## src/rtl/dmem_arbiter.sv

```systemverilog
// Two-port (cpu / dbg) sequencer for the single-port data_mem: round-robin grant,
// one access at a time, registered read capture and address range checking.
//
//   state   | meaning
//   --------+-----------------------------------------------
//   IDLE    | no access in progress, requests sampled here
//   ACCESS  | mem_* drive the granted command
//   CAPTURE | read data returning from data_mem
//   DONE    | ack/err high for the winning port
module dmem_arbiter #(
    parameter int DEPTH  = 32,
    parameter int WORD_W = 8
) (
    input  logic              clk,
    input  logic              reset,
    input  logic              cpu_req,
    input  logic              cpu_we,
    input  logic [WORD_W-1:0] cpu_addr,
    input  logic [WORD_W-1:0] cpu_wdata,
    output logic [WORD_W-1:0] cpu_rdata,
    output logic              cpu_ack,
    output logic              cpu_err,
    output logic              cpu_stall,
    input  logic              dbg_req,
    input  logic              dbg_we,
    input  logic [WORD_W-1:0] dbg_addr,
    input  logic [WORD_W-1:0] dbg_wdata,
    output logic [WORD_W-1:0] dbg_rdata,
    output logic              dbg_ack,
    output logic              dbg_err,
    output logic              dbg_stall,
    output logic              mem_read,
    output logic              mem_write,
    output logic [WORD_W-1:0] mem_addr,
    output logic [WORD_W-1:0] mem_wdata,
    input  logic [WORD_W-1:0] mem_rdata
);

    typedef enum logic [1:0] {S_IDLE, S_ACCESS, S_CAPTURE, S_DONE} state_t;

    localparam logic              PORT_CPU = 1'b0;
    localparam logic              PORT_DBG = 1'b1;
    localparam logic [WORD_W:0]   ADDR_LIM = (WORD_W+1)'(DEPTH);

    state_t            state;
    logic              last_grant;
    logic              cmd_port;
    logic              cmd_we;
    logic              err_pending;

    logic              grant_dbg;
    logic              sel_we;
    logic [WORD_W-1:0] sel_addr;
    logic [WORD_W-1:0] sel_wdata;
    logic              sel_err;

    assign cpu_stall = cpu_req & ~cpu_ack;
    assign dbg_stall = dbg_req & ~dbg_ack;

    // On a tie the port that did not win last time is granted.
    always_comb begin
        grant_dbg = dbg_req;
        if (cpu_req && dbg_req) begin
            grant_dbg = (last_grant == PORT_CPU);
        end
        sel_we    = grant_dbg ? dbg_we    : cpu_we;
        sel_addr  = grant_dbg ? dbg_addr  : cpu_addr;
        sel_wdata = grant_dbg ? dbg_wdata : cpu_wdata;
        sel_err   = ({1'b0, sel_addr} >= ADDR_LIM);
    end

    always_ff @(posedge clk) begin
        if (reset) begin
            state       <= S_IDLE;
            last_grant  <= PORT_DBG;
            cmd_port    <= PORT_CPU;
            cmd_we      <= 1'b0;
            err_pending <= 1'b0;
            mem_read    <= 1'b0;
            mem_write   <= 1'b0;
            mem_addr    <= '0;
            mem_wdata   <= '0;
            cpu_ack     <= 1'b0;
            cpu_err     <= 1'b0;
            cpu_rdata   <= '0;
            dbg_ack     <= 1'b0;
            dbg_err     <= 1'b0;
            dbg_rdata   <= '0;
        end else begin
            case (state)
                S_IDLE: begin
                    if (cpu_req || dbg_req) begin
                        cmd_port    <= grant_dbg;
                        last_grant  <= grant_dbg;
                        cmd_we      <= sel_we;
                        mem_addr    <= sel_addr;
                        mem_wdata   <= sel_wdata;
                        err_pending <= sel_err;
                        mem_write   <= sel_we & ~sel_err;
                        mem_read    <= ~sel_we & ~sel_err;
                        state       <= S_ACCESS;
                    end
                end
                S_ACCESS: begin
                    mem_read  <= 1'b0;
                    mem_write <= 1'b0;
                    if (!cmd_we && !err_pending) begin
                        state <= S_CAPTURE;
                    end else begin
                        state <= S_DONE;
                        if (cmd_port == PORT_DBG) begin
                            dbg_ack <= 1'b1;
                            dbg_err <= err_pending;
                            if (!cmd_we) dbg_rdata <= '0;
                        end else begin
                            cpu_ack <= 1'b1;
                            cpu_err <= err_pending;
                            if (!cmd_we) cpu_rdata <= '0;
                        end
                    end
                end
                S_CAPTURE: begin
                    state <= S_DONE;
                    if (cmd_port == PORT_DBG) begin
                        dbg_rdata <= mem_rdata;
                        dbg_ack   <= 1'b1;
                        dbg_err   <= err_pending;
                    end else begin
                        cpu_rdata <= mem_rdata;
                        cpu_ack   <= 1'b1;
                        cpu_err   <= err_pending;
                    end
                end
                S_DONE: begin
                    cpu_ack <= 1'b0;
                    cpu_err <= 1'b0;
                    dbg_ack <= 1'b0;
                    dbg_err <= 1'b0;
                    state   <= S_IDLE;
                end
                default: state <= S_IDLE;
            endcase
        end
    end

endmodule

```

## config.mk

```make
export PLATFORM = sky130hd
export DESIGN_NAME = dmem_arbiter
export DESIGN_NICKNAME = d
export VERILOG_FILES = /design/src/rtl/dmem_arbiter.sv
export SDC_FILE = /design/constraint.sdc
export NUM_CORES = 1
export LEC_CHECK = 0
export BUFFER_PORTS_ARGS = -buffer_cell sky130_fd_sc_hd__buf_2
export CORE_UTILIZATION = 42
export CTS_BUF_LIST = sky130_fd_sc_hd__clkbuf_16
export DETAILED_ROUTE_END_ITERATION = 8
export PLACE_DENSITY_LB_ADDON = 0.15
export SETUP_SLACK_MARGIN = 0.5
export SLEW_MARGIN = 20
export SYNTH_ARGS = -nofsm -noshare
export SYNTH_HDL_FRONTEND = slang
export SYNTH_SLANG_ARGS = --single-unit
```

## constraint.sdc

```tcl
create_clock -name clk -period 1.6 [get_ports clk]
set_input_delay 0.16 -clock clk [delete_from_list [all_inputs] [get_ports clk]]
set_output_delay 0.16 -clock clk [all_outputs]
set_load 0.005 [all_outputs]
```

==> metrics.yaml, run 1 <==
place:
  gp_congestion: 0.7204
  io_buffer_count: 85
  pre_cts_ws_ps: -40.88
  dpl-instance-area_um2: 2646
  hpwl_mm: 3.271
timing:
  worst_slack_ps: 92.88
  slew_headroom_pct: 73.91
  holdWs_ps: 207.7
  rsz0062_at_grt: "true"
  finalSetupViolations: 0
  hold_violations: 0
  skew_ps: 6.084
  period_minus_slack_ps: 1507
  fin_crit_sh_pct: 94.19
  finalSetupTns_ps: 0
  timing.fmax_mhz: 663.5
  drv_slew: 0
  worst_pin_slew_ps: 391.4
finish:
  syn_to_final_growth_pct: 63.33
  diodes: 0
  finish.utilization_pct: 72.97
  layout-drive-gt1-share_pct: 54.09
  fin_nets: 368
  fin_area_um2: 3243
  fillCellCount: 335
synth:
  avgSynthCellArea_um2: 9.546
  synth_edf_count: 0
  syn_area_um2: 1986
  synth-seq-cells: 44
  synth-warning-count: 0
  synth_nets: 259
  synthTopCellsByArea: "dfxtp_1 (44%), mux2i_1 (17%), nor2_1 (8.7%)"
  synthCells: 208
  ys_async_sr_fraction_pct: 0
  synth_top_area_share_pct: 44.36
  yosysTopAreaCell: "dfxtp_1"
  synth_cell_types: 33
  synth_seq_area_share_pct: 44.36
  synthFlopType: "dfxtp_1"
detailed_routing:
  drt_iter0_drc: 104
  wire_per_inst_um: 14.49
  antenna_left: 0
  routed-via-count: 1904
  vias_per_cell: 5.146
  firstDrtPassIters: 9
  drc: 16
  drt-total-wl_mm: 5.360
setup_path:
  r2r_start: "state[0]$_SDFFE_PP0P_"
  worstSetupEndpointType: "flop"
  crit_arrival_ps: 1730
  reg2reg_to: "cpu_err$_SDFFE_PP0P_"
  cp_max_fo: 5
  required_ps: 1820
  ff2ff_setup_slack_ps: 90
  worst-r2r-cell-count: 4
  criticalPathCategory: "reg2reg"
  start_kind: "flop"
flow_run:
  cap_violations: 0
clock_network:
  cts_sinks: 44
  clk_root_buffer_cell: "clkbuf_16"
  cts-buffers-inserted: 5
  clk_pin_slew_ps: 60
  htree_levels: 2
  cts_tree: "done"
  clockBufferDepth: 2
  clock_latency_ps: 290
grt:
  grt-ovfl-total: 0
  grt_usage_pct: 21.11
  grt_pass1_vias: 1777
  antenna_found_initial: 0
  grt_pass1_wl_mm: 8.349
  grt_max_degree: 19
die:
  fp.dieH_um: 70.76
  initial_core_util_pct: 44.68
  die-area_um2: 5007
  die_w_um: 70.76
  placeableCoreArea_um2: 4444
  io_pins: 86
  rows: 24
hold_path:
  hold-path-cell-count: 3
  min_from: "cpu_wdata[5]"
  hold_end: "mem_wdata[5]$_SDFFE_PP0P_"
  hold_path.class: "in2reg"
run_status:
  run_status: "finished with violations"
  violations: "design-rule violations"
pwr:
  irDropWorstVdd_mv: 0.9077
  powerDensity_nw_per_um2: 1679
  leakagePower_uw: 0.001503
==> cell usage in the layout (no fill, tap or decap), types with 3 or more instances in the layout <==
cell type,count
buf_2,85
buf_12,7
mux2i_1,30
buf_6,4
a211oi_1,7
mux2i_2,3
nor2_2,6
buf_16,4
ha_4,3
a21oi_2,3
buf_4,14
and2_1,8
clkbuf_16,5
o21ai_0,3
nor2b_1,4
dfxtp_1,41
nor2_1,37
nor2_4,3
a21oi_1,3
a211oi_2,11
==> registers in the layout, indices dropped and copies added, names as in the netlist <==
| name | count |
|---|---|
| cpu_rdata | 8 |
| dbg_rdata | 8 |
| mem_addr | 8 |
| mem_wdata | 8 |
| state | 2 |
| cmd_port | 1 |
| cmd_we | 1 |
| cpu_ack | 1 |
| cpu_err | 1 |
| dbg_ack | 1 |
| dbg_err | 1 |
| err_pending | 1 |
| last_grant | 1 |
| mem_read | 1 |
| mem_write | 1 |
==> synthesized netlist by cell type, types with 2 or more instances <==
library cell	instances
ha_1	5
nor3_1	2
buf_2	3
o21a_1	2
a211oi_1	18
nor2_1	46
a21oi_1	8
and2_1	8
clkbuf_1	6
mux2i_1	33
dfxtp_1	44
inv_1	4
nor2b_1	6
o21ai_0	4
==> power breakdown <==
group	switching, µW	internal (µW)	total (µW)
registers	193	1350	1540
clock network	430	734	1160
logic	1230	1510	2740
==> cells by family (layout without fill, tap and decap cells) <==
kind of cell	count (synthesis)	after routing	synth area share, %
DFF	44	44	44.36
and+or+nand+nor	70	70	16.57
adders and majority gates	5	5	3.151
muxes	33	33	16.64
buffers and inverters	16	126	4.599
AOI/OAI and AO/OA	40	40	14.68
==> worst max-delay path, stage by stage (launching register included) <==
cell and delay [ps]:
dfxtp_4 390, inv_6 50, ha_2 220, or4b_2 640, a21oi_2 140
==> metal layers <==
| layer | vias up | GRT usage [%] | wire length [µm] |
|---|---|---|---|
| li1 | 951 | - | - |
| met1 | 884 | 27.94 | 2461 |
| met2 | 62 | 34.40 | 2499 |
| met3 | 7 | 5.128 | 326 |
| met4 | 0 | 6.000 | 72 |
| met5 | - | 0 | 0 |
==> final cells by class <==
cell class	count	area, µm²	share of cell area [%]
clock buffer	5	125.1	3.858
clock inverter	3	42.54	1.312
inverter	4	25.02	0.7716
multi-input combinational	148	1270	39.16
sequential	44	889.6	27.43
tap	52	65.06	2.006
timing repair buffer	114	825.8	25.46
==> worst max-delay path by stage <==
stage                          start                        end  depth (start not counted)
2_1_floorplan  state[1]$_SDFFE_PP0P_  dbg_rdata[1]$_SDFFE_PP0P_                          6
3_3_place_gp   state[0]$_SDFFE_PP0P_  dbg_rdata[7]$_SDFFE_PP0P_                          7
3_5_place_dp   state[1]$_SDFFE_PP0P_  cpu_rdata[1]$_SDFFE_PP0P_                          6
4_1_cts        state[1]$_SDFFE_PP0P_  dbg_rdata[5]$_SDFFE_PP0P_                          7
5_1_grt        state[1]$_SDFFE_PP0P_  dbg_rdata[7]$_SDFFE_PP0P_                          7
6_report       state[0]$_SDFFE_PP0P_       cpu_err$_SDFFE_PP0P_                          4
==> through the flow <==
| stage | cells | total power [µW] |
|---|---|---|
| global placement | 344 | 3320 |
| floorplan | 208 | 2915 |
| global route | 370 | 5749 |
| finish | 370 | 5444 |
| detailed placement | 344 | 3346 |
| CTS | 364 | 5105 |
==> timing repair <==
item	4_1_cts	5_1_grt
setup endpoints to repair	43	44
pin swaps	16	20
setup buffers	8	6
cloned	4	0
hold buffers	0	0
gates resized for setup	27	16
Note: power is estimated with default switching activity, not from simulation.
==> run 2: changes to the inputs <==
Settings changed: CORE_MARGIN from default to 3.
==> metrics.yaml, run 2 (synthesis results as in run 1) <==
finish:
  layout-drive-gt1-share_pct: 56.35  # was 54.09%
  syn_to_final_growth_pct: 65.41  # was 63.33%
  diodes: 0  # unchanged
  layout_common_cells: "buf_2 (85), dfxtp_1 (41), nor2_1 (32)"  # was buf_2 (85), dfxtp_1 (41), nor2_1 (37)
  fillCellCount: 316  # was 335
  final_common_cell: "buf_2"  # unchanged
  fin_nets: 373  # was 368
detailed_routing:
  drc: 0  # was 16
  firstDrtPassIters: 4  # was 9
  wire_per_inst_um: 14.79  # was 14.49 µm
  vias_per_cell: 5.091  # was 5.146
  routed-via-count: 1909  # was 1904
  drt-total-wl_mm: 5.547  # was 5.360 mm
  drt_iter0_drc: 56  # was 104
  antenna_left: 0  # unchanged
die:
  io_pins: 86  # unchanged
  fp.dieH_um: 74.76  # was 70.76 µm
  die-area_um2: 5589  # was 5007 µm²
  initial_core_util_pct: 44.38  # was 44.68%
  die_w_um: 74.76  # was 70.76 µm
  placeableCoreArea_um2: 4474  # was 4444 µm²
  rows: 24  # unchanged
clock_network:
  cts_tree: "done"  # unchanged
  clk_pin_slew_ps: 70  # was 60 ps
  cts-buffers-inserted: 5  # unchanged
  htree_levels: 2  # unchanged
  clock_latency_ps: 290  # about the same
  clockBufferDepth: 2  # unchanged
  holdBufCountCts: 0  # unchanged
  clk_root_buffer_cell: "clkbuf_16"  # unchanged
  cts_sinks: 44  # unchanged
pwr:
  pwr-share-clk_pct: 20.2  # was 21.4%
  power_uw: 5541  # was 5444 µW
  p_sw_uw: 1938  # was 1853 µW
  seqPwrFrac_pct: 27.9  # was 28.3%
  p_int_uw: 3603  # was 3592 µW
  irDropWorstVdd_mv: 0.9904  # was 0.9077 mV
  leakagePower_uw: 0.001529  # was 0.001503 µW
  combPwrFrac_pct: 51.9  # was 50.3%
  switching_share_pct: 34.97  # was 34.03%
  powerDensity_nw_per_um2: 1687  # was 1679 nW/µm²
grt:
  antenna_found_initial: 0  # unchanged
  grt-ovfl-total: 0  # unchanged
  grt_pass1_wl_mm: 8.583  # was 8.349 mm
  grt_pass1_vias: 1846  # was 1777
  grt_max_degree: 18  # was 19
  grt_usage_pct: 19.86  # was 21.11%
setup_path:
  slowest_stage: "dfxtp_4"  # was or4b_2
  cpPeakStageDelay_ps: 400  # was 640 ps
  criticalPathCategory: "reg2reg"  # unchanged
  worst-r2r-cell-count: 7  # was 4
  required_ps: 1780  # was 1820 ps
  worstSetupEndpointType: "flop"  # unchanged
  path_cells: "inv_6, ha_4, and3b_2, o21ai_4, buf_12, mux2i_1, nor2_1"  # was inv_6, ha_2, or4b_2, a21oi_2
  crit_arrival_ps: 1700  # was 1730 ps
  cp_max_fo: 8  # was 5
  start_kind: "flop"  # unchanged
place:
  gp_congestion: 0.7476  # was 0.7204
  hpwl_mm: 3.455  # was 3.271 mm
  io_buffer_count: 85  # unchanged
timing:
  fin_crit_sh_pct: 94.73  # was 94.19%
  period_minus_slack_ps: 1516  # was 1507 ps
  worst_pin_slew_ps: 371.5  # was 391.4 ps
  slew_headroom_pct: 75.23  # was 73.91%
  finalSetupTns_ps: 0  # unchanged
  skew_ps: 7.262  # was 6.084 ps
  timing.fmax_mhz: 659.7  # was 663.5 MHz
  finalSetupViolations: 0  # unchanged
  hold_violations: 0  # unchanged
  drv_slew: 0  # unchanged
  rsz0062_at_grt: "true"  # unchanged
hold_path:
  hold-path-cell-count: 3  # unchanged
  hold_path.class: "in2reg"  # unchanged
flow_run:
  cap_violations: 0  # unchanged
run_status:
  run_status: "finished clean"  # was finished with violations
run 2: final timing paths:
kind,from,to,slack (ps)
hold / removal,cpu_wdata[5],mem_wdata[5]$_SDFFE_PP0P_,230
setup / recovery,state[1]$_SDFFE_PP0P_,dbg_rdata[7]$_SDFFE_PP0P_,80
hold reg to reg,mem_read$_SDFFE_PP0P_,mem_read$_SDFFE_PP0P_,470
setup reg to reg,state[1]$_SDFFE_PP0P_,dbg_rdata[7]$_SDFFE_PP0P_,80
run 2: through the flow:
step | setup slack, ps | util, % | hold WS (ps) | instance area [µm²] | std cells
after global placement | -33.85 | 58.86 | 458.3 | 2634 | 344
after global routing | 34.97 | 73.41 | 234.9 | 3284 | 375
after CTS | 127.2 | 70.86 | 208.6 | 3171 | 369
after detailed placement | -45.41 | 58.86 | 454.2 | 2634 | 344
final | 84.26 | 73.41 | 232.0 | 3284 | 375
after floorplan | 123.2 | - | 341.9 | 2172 | 208
run 2: routing by layer:
metal  vias up  track usage, %  routed length, µm
met3         4           3.872                336
met5         -               0                  0
met1       883           26.38               2508
li1        964               -                  -
met4         0           6.126                 35
met2        58           32.68               2666
run 2: cell type report:
cell class	instances	area, µm²	share of cell area [%]
Inverter	4	25.02	0.7619
Multi-Input combinational cell	148	1311	39.92
Clock inverter	2	16.27	0.4952
Timing Repair Buffer	119	827.0	25.18
Tap cell	52	65.06	1.981
Sequential cell	44	889.6	27.09
Clock buffer	6	150.1	4.571
run 2: power groups by stage:
stage / logic [µW] / registers (µW) / clock network (µW)
2_1_floorplan: 1370 / 1550 / 0
3_3_place_gp: 1750 / 1530 / 0
3_5_place_dp: 1780 / 1540 / 0
4_1_cts: 2520 / 1540 / 1140
5_1_grt: 3100 / 1580 / 1180
6_report: 2870 / 1550 / 1120
run 2: what timing repair did:
action                                  in CTS  in global routing
endpoints found under the setup margin      43                 44
pin swaps                                   27                 21
setup buffers                               13                  5
resized for setup                           45                 10
gates cloned                                 4                  1
run 2: critical path: cells and delay by family (launching register included):
kind	cells	cell delay, ps
DFF	1	400
muxes	1	210
buffers and inverters	2	190
AOI/OAI and AO/OA	1	150
adders and majority gates	1	170
and+or+nand+nor	2	290
